File: src/rtl/right_funnel_shifter_seq.sv
// ============================================================================
// Module   : right_funnel_shifter_seq
// Brief    : Multi-cycle right funnel shifter, y = ({in1,in2} >> amt)[WIDTH-1:0],
//            one bit per clock. Define ROTATE_EN to add the rot port (rotate in1).
// Revision : 1.0 - initial release
// ============================================================================
`default_nettype none

module right_funnel_shifter_seq #(
    parameter int WIDTH = 10,
    parameter int AMT_W = 4
) (
    input  logic             clk,
    input  logic             rst_n,
    input  logic             in_valid,
    output logic             in_ready,
    input  logic [WIDTH-1:0] in1,
    input  logic [WIDTH-1:0] in2,
    input  logic [AMT_W-1:0] amt,
    output logic             out_valid,
    input  logic             out_ready,
    output logic [WIDTH-1:0] y,
    output logic             busy
`ifdef ROTATE_EN
    ,
    input  logic             rot
`endif
);

    localparam logic [1:0] S_IDLE  = 2'd0;
    localparam logic [1:0] S_SHIFT = 2'd1;
    localparam logic [1:0] S_DONE  = 2'd2;
    localparam int         c_SPAN  = 2 * WIDTH;

    logic [1:0]         r_state;
    logic [c_SPAN-1:0]  r_sr;
    logic [AMT_W-1:0]   r_cnt;
    logic               r_rot_mode;

    logic               w_rot_req;
    logic               w_accept;
    logic [c_SPAN-1:0]  w_shifted;
    logic [c_SPAN-1:0]  w_window;
    logic [AMT_W-1:0]   w_start_cnt;

`ifdef ROTATE_EN
    assign w_rot_req = rot;
`else
    assign w_rot_req = 1'b0;
`endif

    assign w_accept  = in_valid && in_ready && (r_state == S_IDLE);
    assign w_window  = w_rot_req ? {in1, in1} : {in1, in2};
    assign w_shifted = {(r_rot_mode ? r_sr[0] : 1'b0), r_sr[c_SPAN-1:1]};

    // Shifting past the whole window only empties it, so the count is clamped;
    // rotation wraps instead and keeps the raw amount.
    assign w_start_cnt = (!w_rot_req && (int'(amt) >= c_SPAN)) ? AMT_W'(c_SPAN) : amt;

    always_ff @(posedge clk) begin
        if (!rst_n) begin
            r_state    <= S_IDLE;
            r_sr       <= '0;
            r_cnt      <= '0;
            r_rot_mode <= 1'b0;
            in_ready   <= 1'b0;
            out_valid  <= 1'b0;
            y          <= '0;
            busy       <= 1'b0;
        end else begin
            case (r_state)
                S_IDLE: begin
                    if (w_accept) begin
                        r_sr       <= w_window;
                        r_cnt      <= w_start_cnt;
                        r_rot_mode <= w_rot_req;
                        in_ready   <= 1'b0;
                        busy       <= 1'b1;
                        r_state    <= (amt == '0) ? S_DONE : S_SHIFT;
                    end else begin
                        in_ready   <= 1'b1;
                    end
                end
                S_SHIFT: begin
                    r_sr  <= w_shifted;
                    r_cnt <= r_cnt - 1'b1;
                    if (r_cnt == AMT_W'(1)) begin
                        y         <= w_shifted[WIDTH-1:0];
                        out_valid <= 1'b1;
                        r_state   <= S_DONE;
                    end
                end
                S_DONE: begin
                    // A zero-amount op arrives here without a result yet; publish it
                    // one edge later so its latency matches a single-bit shift.
                    if (!out_valid) begin
                        y         <= r_sr[WIDTH-1:0];
                        out_valid <= 1'b1;
                    end else if (out_ready) begin
                        out_valid <= 1'b0;
                        busy      <= 1'b0;
                        in_ready  <= 1'b1;
                        r_state   <= S_IDLE;
                    end
                end
                default: begin
                    r_state <= S_IDLE;
                end
            endcase
        end
    end

endmodule

`default_nettype wire
File: config.mk
export PLATFORM = sky130hd
export DESIGN_NAME = right_funnel_shifter_seq
export DESIGN_NICKNAME = d
export VERILOG_FILES = /design/src/rtl/right_funnel_shifter_seq.sv
export SDC_FILE = /design/constraint.sdc
export NUM_CORES = 1
export LEC_CHECK = 0
export ABC_AREA = 1
export CORE_UTILIZATION = 50
export DETAILED_ROUTE_END_ITERATION = 8
export PLACE_DENSITY = 0.88
export SYNTH_ARGS = -nofsm -noshare
export SYNTH_HDL_FRONTEND = slang
export SYNTH_SLANG_ARGS = --single-unit
File: constraint.sdc
create_clock -name clk -period 1.6 [get_ports clk]
set_input_delay 0.32 -clock clk [delete_from_list [all_inputs] [get_ports clk]]
set_output_delay 0.32 -clock clk [all_outputs]
set_load 0.02 [all_outputs]
# Yosys cells after proc, flatten, opt, wreduce, memory -nomap -nowiden
# Cells that the tools add are included.
[totals]
inputBits = 28
wordCells = 54
register_bits = 39
[classes]
add_sub_neg = 1
muxes = 25
reduce_logical = 13
eq_ne = 8
[op_table]
columns = ["operator", "n"]
rows = [
  ["one-hot mux 20 bit (2 select lines)", 1],
  ["2-to-1 mux 10 bit", 2],
  ["2-to-1 mux 20 bit", 1],
  ["one-hot mux 10 bit (2 select lines)", 1],
  ["2-to-1 mux 2 bit", 5],
  ["!= test 2 bit (second input constant)", 5],
  ["2-to-1 mux 1 bit", 9],
  ["one-hot mux 4 bit (2 select lines)", 1],
  ["AND reduction 4 bit", 2],
  ["one-hot mux 1 bit (2 select lines)", 3],
  ["one-hot mux 2 bit (3 select lines)", 1],
  ["AND reduction 3 bit", 2],
  ["nonzero test 2 bit", 3],
  ["== test 4 x 1 -> 1 bit (second input constant)", 1],
  ["logical NOT 4 bit", 1],
  ["2-to-1 mux 4 bit", 1],
  ["AND reduction 2 bit", 2],
  ["subtractor 4 x 1 -> 4 bit (second input constant)", 1],
  ["== test 2 x 1 -> 1 bit (second input constant)", 1],
  ["== test 2 bit (second input constant)", 1],
  ["logical AND 1 bit", 2],
  ["logical NOT 2 bit", 1],
]

# Longest topological paths before layout
# Gate-level depths: netlist of the first run.
[logic_depth]
ltp_word = 4
mapped_depth = 8

# Least setup slack after synthesis of the first run
# No wires, ideal clock.
[synth_timing]
kind = "register to register"
startpoint = "reg r_cnt[1]"
endpoint = "reg y[3]"
path_stages_with_launch = 9
setup_slack_ns = 0.387
setup_ns = 0.071
arrival_ns = 1.142
cell_sequence = "dfxtp_1 -> inv_1 -> ha_1 -> nand2_1 -> nor2_1 -> nand2_1 -> buf_2 -> nand3_1 -> a21oi_1"
[synth_via]
elab_chain_cells = 3
[synth_rtl]
columns = ["element", "line", "rtl"]
rows = [
  ["start, declared", "37", "logic [AMT_W-1:0] r_cnt;"],
  ["start signal, assigned", "75", "r_cnt <= w_start_cnt;"],
  ["start signal, assigned", "86", "r_cnt <= r_cnt - 1'b1;"],
  ["== test 4 x 1 -> 1 bit", "87", "if (r_cnt == AMT_W'(1)) begin"],
  ["!= test 2 bit (no line)", "n/a", ""],
  ["AND reduction 3 bit (no line)", "n/a", ""],
  ["end signal, assigned", "88", "y <= w_shifted[WIDTH-1:0];"],
  ["end signal, assigned", "97", "y <= r_sr[WIDTH-1:0];"],
  ["end, declared", "22", "output logic [WIDTH-1:0] y,"],
]
# No other way between the ends.
# A chain may end at the register's enable or synchronous reset.

# Worst setup path in the final report of the first run
[layout_timing]
startpoint = "reg y[8]"
endpoint = "out y[8]"
# No word-level cell between the ends.

==> results of run 1 <==
registers in the layout (all words and copies together) (netlist names):
signal,cells
y,10
in_ready,1
r_state,2
r_sr,20
out_valid,1
r_cnt,4
busy,1
path summary, 6_finish.rpt:
check	start	endpoint	slack [ns]	cells past startpoint
worst max-delay path	y[8]	y[8]	0.05	1
worst min-delay path	r_sr[16]	r_sr[16]	0.45	2
worst max register to register	r_cnt[0]	y[7]	0.12	7
worst min register to register	r_sr[16]	r_sr[16]	0.45	2
cells by family after synthesis:
kind of cell             Yosys count  synth area share
flip-flops                        39             0.400
AND/OR/NAND/NOR                  135             0.287
adder cells (fa/ha/maj)            2            0.0128
buffers and inverters             40             0.112
AO/OA/AOI/OAI                     72             0.188
layout make-up:
class,instances,area share
multi-input cells,209,0.384
repair buffers,47,0.193
clock buffers,6,0.0332
clock inverters,2,0.0141
inverters,24,0.0363
flip-flops and latches,39,0.314
well taps,48,0.0242
timing repair:
| item | CTS | global route |
|---|---|---|
| hold endpoints to repair | 0 | 0 |
| setup endpoints to repair | 2 | 12 |
| gates cloned | 0 | 0 |
| resized for setup | 2 | 3 |
power by group through the flow:
| stage | Clock [W] | Sequential, W | Combinational [W] |
|---|---|---|---|
| 2_1_floorplan | 0 | 0.00121 | 0.000625 |
| 3_3_place_gp | 0 | 0.00121 | 0.000821 |
| 3_5_place_dp | 0 | 0.00121 | 0.000845 |
| 4_1_cts | 0.000850 | 0.00119 | 0.000843 |
| 5_1_grt | 0.000907 | 0.00121 | 0.000953 |
| 6_report | 0.000840 | 0.00119 | 0.000846 |
layer usage:
layer	up-vias	GRT usage
li1	1004	-
met1	824	0.264
met2	50	0.399
met3	2	0.0528
met4	0	0.0500
met5	-	0
cells in the final DEF (no fill, tap or decap), drive strengths merged:
cell type / Yosys / final
dfxtp: 39 / 39
clkbuf: 6 / 6
o21ai: 33 / 33
nand4: 1 / 1
clkdlybuf4s50: 0 / 36
nand3: 17 / 17
nand2: 108 / 108
dlymetal6s2s: 0 / 2
or2: 1 / 1
a21oi: 37 / 37
o22ai: 1 / 1
bufinv: 0 / 1
clkinv: 0 / 1
dlygate4sd2: 0 / 2
buf: 10 / 7
a31oi: 1 / 1
nor2: 8 / 8
ha: 2 / 2
inv: 24 / 24
per-stage QoR:
step           instances  cell area, um2
2_1_floorplan        288            1950
3_3_place_gp         367            2360
3_5_place_dp         367            2360
4_1_cts              375            2480
5_1_grt              375            2480
6_report             375            2480
==> results, run 1 <==
- The cell sitting at the root of the clock tree is a sky130_fd_sc_hd__clkbuf_8.
- Of the available clock period, the critical path in the final layout requires 0.967.
- The floorplan has 22 rows.
- During I/O placement, the number of pins put on the boundary was ~40.
- Of the total power, the share spent switching nets is 0.320.
- The number of buffers and inverters on the critical path is 1.
- The minimum clock period after layout is about 1.5 ns.
- In this run the deepest clock path goes through 2 buffers.
- In this run the tightest slew margin relative to its limit is 0.786.
- The first-pass detailed-route iteration total is 4.
- Of the synthesized area, sequential elements account for 0.400.
- The number of maximum-capacitance violations is 0.
- Along the worst path, the maximum fanout reaches 2.
- Of the cells placed in the final design, the portion with a size suffix greater than 1 is 0.0826.
- Based on the critical path, the design can be clocked at up to about 650 MHz.
- After synthesis the netlist holds a flip-flop and latch count of 39.
- Measured on the finished design, the core utilization comes to 0.673.
- The cell taking the most area after synthesis is sky130_fd_sc_hd__dfxtp_1.
- The async set-or-reset flop fraction in the synthesized netlist is 0.
- The width of the die is around 64 um.
- Global routing finished with a remaining overflow of 0.
- Entering global routing, the biggest net connects 39 pins.
- The run finished with clean final reports.
- After clock tree synthesis, the setup repair step added 0 buffers.
- Compared with the post-synthesis result, the final layout area differs by 27.3%.
- The number of max-slew violations in the final report is 0.
- The nature of the critical path endpoint is a primary output.
- The first global-routing pass estimated 7.26 mm of wire.
- The global router's overall resource usage is 0.222.
- After synthesis, the cell types taking the most area are sky130_fd_sc_hd__dfxtp_1, sky130_fd_sc_hd__nand2_1, sky130_fd_sc_hd__a21oi_1.
- Of the total power, the clock network draws 0.292.
- The kind of cell adding the most delay to the critical path is buffers and inverters.
- The area inside the core boundary is 3690 um2.
- The minimum setup slack in the final design is about 0.052 ns.
- The worst setup path is launched from a flop.
- The commonest cells after synthesis are sky130_fd_sc_hd__nand2_1, sky130_fd_sc_hd__dfxtp_1, sky130_fd_sc_hd__a21oi_1, sky130_fd_sc_hd__o21ai_0, sky130_fd_sc_hd__inv_1.
- The detailed router used layers up to and including met4.
- Across all hold checks on the routed design, the worst slack comes to approximately 0.45 ns.
- The total of endpoints with negative setup slack in the final report is 0.
- After detailed routing, the average wire length per cell comes to about 11 um.
- The total design power is ~0.0029 W.
- The synthesized design contains 0 enable-type register cells.
- The path class of the tightest hold or removal check is flop to flop.
- The congestion estimate from routability-driven global placement came to 0.824.
- The share of total power dissipated in sequential elements is 0.414.
- The static leakage is 1.03 nW.
- The floorplan step defined a die boundary enclosing ~4200 um2.
- Detailed routing placed a total of about 2.1 mm of wire on met2.
- After detailed routing, the met3 layer carries between 150 and 200 um of wire.
- The via count normalized by instance count is approximately 5.
- In this design, the stage delay of the slowest critical-path cell is ~0.60 ns.
- The cell-internal power is 0.00195 W.
- The antenna cell count is 0.
- The post-route clock skew is roughly 0.0090 ns.
- The signal on the critical path passes through clkdlybuf4s50_1.
- In the post-synthesis netlist, the cell with the most instances is sky130_fd_sc_hd__nand2_1.
- The summed instance area of the synthesized netlist is approximately 2000 um2.
- After clock tree synthesis, the clock-pin slew on the worst setup and hold paths is roughly 0.07 ns.
- The combined flip-flop and latch cell area is a little under 800 um2.
- The final-report hold violation count came to 0.
- The per-instance average area after synthesis is just under 7 um2.
- The most common flop cell mapped by yosys is sky130_fd_sc_hd__dfxtp_1.
- Clock latency on the worst-skew pair, taken at its later pin, is around 0.29 ns.
- The detail route stage leaves a number of antenna-violating nets equal to 0.
- The multi-input combinational cells in the finished layout cover a total of 955 um2.
- The setup slack at placement is -0.0407 ns.
- The count of unresolved DRC violations after routing is 0.
- Fill cells in the final layout number 325.
- The clock net in this run drives a total of 39 sinks.
- The total routed wire length on the met1 layer is 1.87 mm.
- Across all layers, the routed design uses roughly 1900 vias.
- In this run the power density over the cells is between 1000 and 1500 nW/um2.
- The number of global-route vias before repair is 1738.
- In this run the vertical extent of the chip is 64.5 um.
- The number of nets in the synthesized netlist is about 320.
- The final wirelength is 4.16 mm.
- The cell count after synthesis came out at approximately 290.
- The share of synthesized area in the top cell type comes to 0.400.
- The number of design-rule violations left by the first detailed-router iteration is about 140.
- The worst-case IR drop observed on VDD is a little under 0.8 mV.
- The cell with the biggest individual delay on the critical path is sky130_fd_sc_hd__clkdlybuf4s50_1.
- Hold repair after CTS inserted 0 buffers.
- For this run, the number of Yosys warnings is 0.
- The critical setup path kind is flop to primary output.
- The number of H-tree levels is 2.
- Summed over all nets, the switching power comes to between 0.0009 and 0.001 W.
- After legalization and detailed placement, the total HPWL measured 2.93 mm.
- The number of nets in the final layout is 356.
- Counting the buffers created by CTS gives 5.
- Of the total power, combinational logic draws 0.294.
- The number of antenna violations at the first check in global routing is 0.
- The sum of negative setup slack is 0 ns.
- For the worst setup path, the data arrival time is around 1.2 ns.
- The count of input and output buffers is 40.
- At the pin with the least slew margin, the transition time is 0.321 ns.
- The initial core utilization is 0.529.
- The TritonCTS clock tree is yes.
- At the worst endpoint, the required time is 1.28 ns.
- The netlist uses 26 different library cells.
Power figures use the tool's default switching activity.
==> run 2: changes to the inputs <==
--- a/config.mk
+++ b/config.mk
@@ -8,6 +8,7 @@
 export ABC_AREA = 1
 export CORE_UTILIZATION = 50
 export DETAILED_ROUTE_END_ITERATION = 8
+export HOLD_SLACK_MARGIN = 0.02
 export PLACE_DENSITY = 0.88
 export SYNTH_ARGS = -nofsm -noshare
 export SYNTH_HDL_FRONTEND = slang
==> results of run 2 <==
Final layout, timing and power as in run 1 (identical DEF).
==> run 3: changes to the inputs <==
--- a/config.mk
+++ b/config.mk
@@ -6,10 +6,10 @@
 export NUM_CORES = 1
 export LEC_CHECK = 0
 export ABC_AREA = 1
-export CORE_UTILIZATION = 50
+export CORE_UTILIZATION = 48
 export DETAILED_ROUTE_END_ITERATION = 8
 export HOLD_SLACK_MARGIN = 0.02
-export PLACE_DENSITY = 0.88
+export PLACE_DENSITY = 0.86
 export SYNTH_ARGS = -nofsm -noshare
 export SYNTH_HDL_FRONTEND = slang
 export SYNTH_SLANG_ARGS = --single-unit
==> run 3 against run 2 <==
Net effect: non-clock buffer count increased by 2; clock skew decreased by 0.0044 ns; via count increased by 4.0%; critical endpoint is now y[6]; maximum frequency decreased by 1.1%; largest cell class unchanged; first-iteration DRC count increased by 27%; sequential share of layout area decreased by 0.22 points; final area increased by 0.71%.
==> results, run 3 (same netlist as run 1, synthesis figures left out) <==
- The maximum vdd drop came to 0.568 mV (was 0.792 mV).
- The total buffers and inverters traversed by the critical path is 1 (unchanged).
- The post-route clock skew is 0.00463 ns (was 0.00898 ns).
- Status: complete, no violations (unchanged).
- The nature of the critical path endpoint was a primary output (unchanged).
- The number of flip-flops under the largest register name is 20 (unchanged).
- The clock tree root buffer cell is sky130_fd_sc_hd__clkbuf_8 (unchanged).
- The ratio of cells with drive above 1 in the final layout came to 0.0851 (was 0.0826).
- The kind of cell adding the most delay to the critical path is buffers and inverters (unchanged).
- The count of placed standard cells including taps came to 369 (was 367).
- The actual transition at the worst max-transition pin is 0.332 ns (was 0.321 ns).
- The largest buffer count on any clock path is 2 (unchanged).
- The core occupancy in the finished layout is 0.663 (was 0.673).
- Most used cells in the layout excluding fill and tap cells: sky130_fd_sc_hd__nand2_1, sky130_fd_sc_hd__dfxtp_1, sky130_fd_sc_hd__clkdlybuf4s50_1 (was sky130_fd_sc_hd__nand2_1, sky130_fd_sc_hd__dfxtp_1, sky130_fd_sc_hd__a21oi_1, sky130_fd_sc_hd__clkdlybuf4s50_1, sky130_fd_sc_hd__o21ai_0).
- The arrival time of data at the critical path endpoint was 1.25 ns (was 1.23 ns).
- The number of core rows is 22 (unchanged).
- The number of cells on the worst reg-to-reg path is 8 (was 7).
- The minimum clock period after layout came to 1.57 ns (was 1.55 ns).
- The number of hold buffers added after CTS is 0 (unchanged).
- The category of the worst setup path launch point is a flop (unchanged).
- The global router's overall resource usage is 0.218 (was 0.222).
- The antenna cell count is 0 (unchanged).
- The latest clock arrival within the worst-skew pair came to 0.29 ns (about the same).
- The relative slew slack is 0.778 (was 0.786).
- The instance count along the most critical hold path came to 2 (unchanged).
- The total of endpoints with negative setup slack in the final report was 0 (unchanged).
- The vertical die dimension is 65.7 um (was 64.5 um).
- The number of global-route vias before repair is 1716 (was 1738).
- The area occupied by multi-input gates is 955 um2 (unchanged).
- The worst reg2reg path endpoint is y[1] (was y[7]).
- The leftover overflow at the end of global routing is 0 (unchanged).
- The maximum net fanout on the critical path is 2 (unchanged).
- The required arrival time at the worst endpoint is 1.28 ns (about the same).
- The detail-routed net length per standard cell was 11.5 um (was 11.1 um).
- The count of unresolved DRC violations after routing is 0 (unchanged).
- The I/O pin count is 41 (unchanged).
- The class of the tightest hold or removal check was flop to flop (unchanged).
- The combined flip-flop and latch cell area is 781 um2 (unchanged).
- The number of routed nets with antenna violations is 0 (unchanged).
- The most common library cell in the layout ignoring fill and taps is sky130_fd_sc_hd__nand2_1 (unchanged).
- The initial core utilization is 0.517 (was 0.529).
- The non-filler instance count after layout is 377 (was 375).
- The count of input and output buffers is 40 (unchanged).
- The longest individual stage delay on the worst path is 0.61 ns (was 0.60 ns).
- The via count normalized by instance count was 5.19 (was 5.01).
- The area overhead of the layout relative to synthesis is 28.2% (was 27.3%).
- Worst-path cell chain: clkdlybuf4s50_1 (unchanged).
- The portion of the clock cycle consumed by the worst path in the final layout came to 0.978 (was 0.967).
- The total vias in the final route came to 1956 (was 1880).
- The maximum number of pins on one net before global-route repair is 39 (unchanged).
- The startpoint of the worst register-to-register path is r_cnt[1] (was r_cnt[0]).
- The setup slack of the most critical reg-to-reg path is 0.18 ns (was 0.12 ns).
- The critical setup path kind is flop to primary output (unchanged).
- The power density relative to cell area is 1130 nW/um2 (was 1160 nW/um2).
- The cell with the biggest individual delay on the critical path is sky130_fd_sc_hd__clkdlybuf4s50_1 (unchanged).
- The number of antenna violations at the first check in global routing came to 0 (unchanged).
- The register clock-pin slew on the reported worst setup and hold paths is 0.07 ns (about the same).
- The detailed placement HPWL is 2.98 mm (was 2.93 mm).
- The number of H-tree levels is 2 (unchanged).
- The filler cell count in the final layout came to 325 (unchanged).
- The final weighted congestion in routability-driven placement was 0.854 (was 0.824).
- The number of maximum-capacitance violations is 0 (unchanged).
- The final-report hold violation count is 0 (unchanged).
- The die footprint is 4320 um2 (was 4160 um2).
- The highest clock frequency the design can meet is 639 MHz (was 646 MHz).
- The number of nets in the final layout is 358 (was 356).
- The endpoint of the worst hold-timing path is r_sr[18] (was r_sr[16]).
- The width of the die is 65.7 um (was 64.5 um).
- The startpoint of the tightest hold check path is r_sr[18] (was r_sr[16]).
- The clock sink count is 39 (unchanged).
- The sum of negative setup slack was 0 ns (unchanged).
- The register containing the most flip-flops in the final layout was r_sr (unchanged).
- The first-pass detailed-route iteration total is 4 (unchanged).
- Regs by FF count: r_sr: 20 flops, y: 10 flops, r_cnt: 4 flops (unchanged).
- The number of max-slew violations in the final report is 0 (unchanged).
- Setup repair after global routing left no endpoint under its margin.
- The static leakage is 0.999 nW (was 1.03 nW).
- The TritonCTS clock tree was yes (unchanged).
- The area inside the core boundary is 3770 um2 (was 3690 um2).
- The TritonCTS buffer count is 5 (unchanged).
- The final wirelength is 4.35 mm (was 4.16 mm).
- The number of design-rule violations left by the first detailed-router iteration is 172 (was 135).
- The wire length of the first global-routing pass is 7.25 mm (was 7.26 mm).
[run 3: cell count changes in the layout (fill, tap and decap cells not counted)]
cell | before | now
sky130_fd_sc_hd__clkbuf_1 | 0 | 1
sky130_fd_sc_hd__buf_12 | 2 | 4
sky130_fd_sc_hd__clkbuf_8 | 6 | 7
sky130_fd_sc_hd__dlymetal6s2s_1 | 2 | 0
sky130_fd_sc_hd__bufinv_16 | 1 | 0
sky130_fd_sc_hd__clkdlybuf4s50_1 | 36 | 38
sky130_fd_sc_hd__clkinv_2 | 1 | 0
[run 3: worst max path at each step]
stage	start	to	slack (ns)	cells past startpoint
finish	y[6]	y[6]	0.03	1
global route	y[6]	y[6]	0.004	1
CTS	y[6]	y[6]	0.03	1
detailed placement	in_valid	r_sr[4]	0.04	8
global placement	in_valid	r_sr[12]	0.07	7
floorplan	r_cnt[1]	y[3]	0.39	8
[run 3: cell type report]
cell class | instances | area share
Clock buffer | 8 | 0.0400
Multi-Input combinational cell | 209 | 0.382
Inverter | 24 | 0.0360
Sequential cell | 39 | 0.312
Tap cell | 48 | 0.0240
Timing Repair Buffer | 49 | 0.206
[run 3: timing repair]
item,CTS,global route
resized for setup,2,1
endpoints found under the setup margin,2,10
buffers inserted,0,0
[run 3: power by group]
part | switching, W | internal [W] | total (W)
clock | 0.000327 | 0.000393 | 0.000721
combinational | 0.000519 | 0.000402 | 0.000922
sequential | 0.0000875 | 0.00110 | 0.00119
[run 3: through the flow]
step	area, um2	power, W	hold WS, ns	worst slack, ns
2_1_floorplan	1950	0.00184	0.425	0.387
3_3_place_gp	2400	0.00210	0.434	0.0661
3_5_place_dp	2400	0.00213	0.440	0.0432
4_1_cts	2500	0.00284	0.451	0.0273
5_1_grt	2500	0.00301	0.482	0.00409
6_report	2500	0.00283	0.452	0.0345
[run 3: metal layers]
| layer | vias up | GRT usage | wire (um) |
|---|---|---|---|
| met5 | - | 0 | 0 |
| met4 | 0 | 0.0951 | 79 |
| met3 | 10 | 0.0434 | 172 |
| met2 | 47 | 0.360 | 2080 |
| met1 | 895 | 0.272 | 2010 |
| li1 | 1004 | - | - |
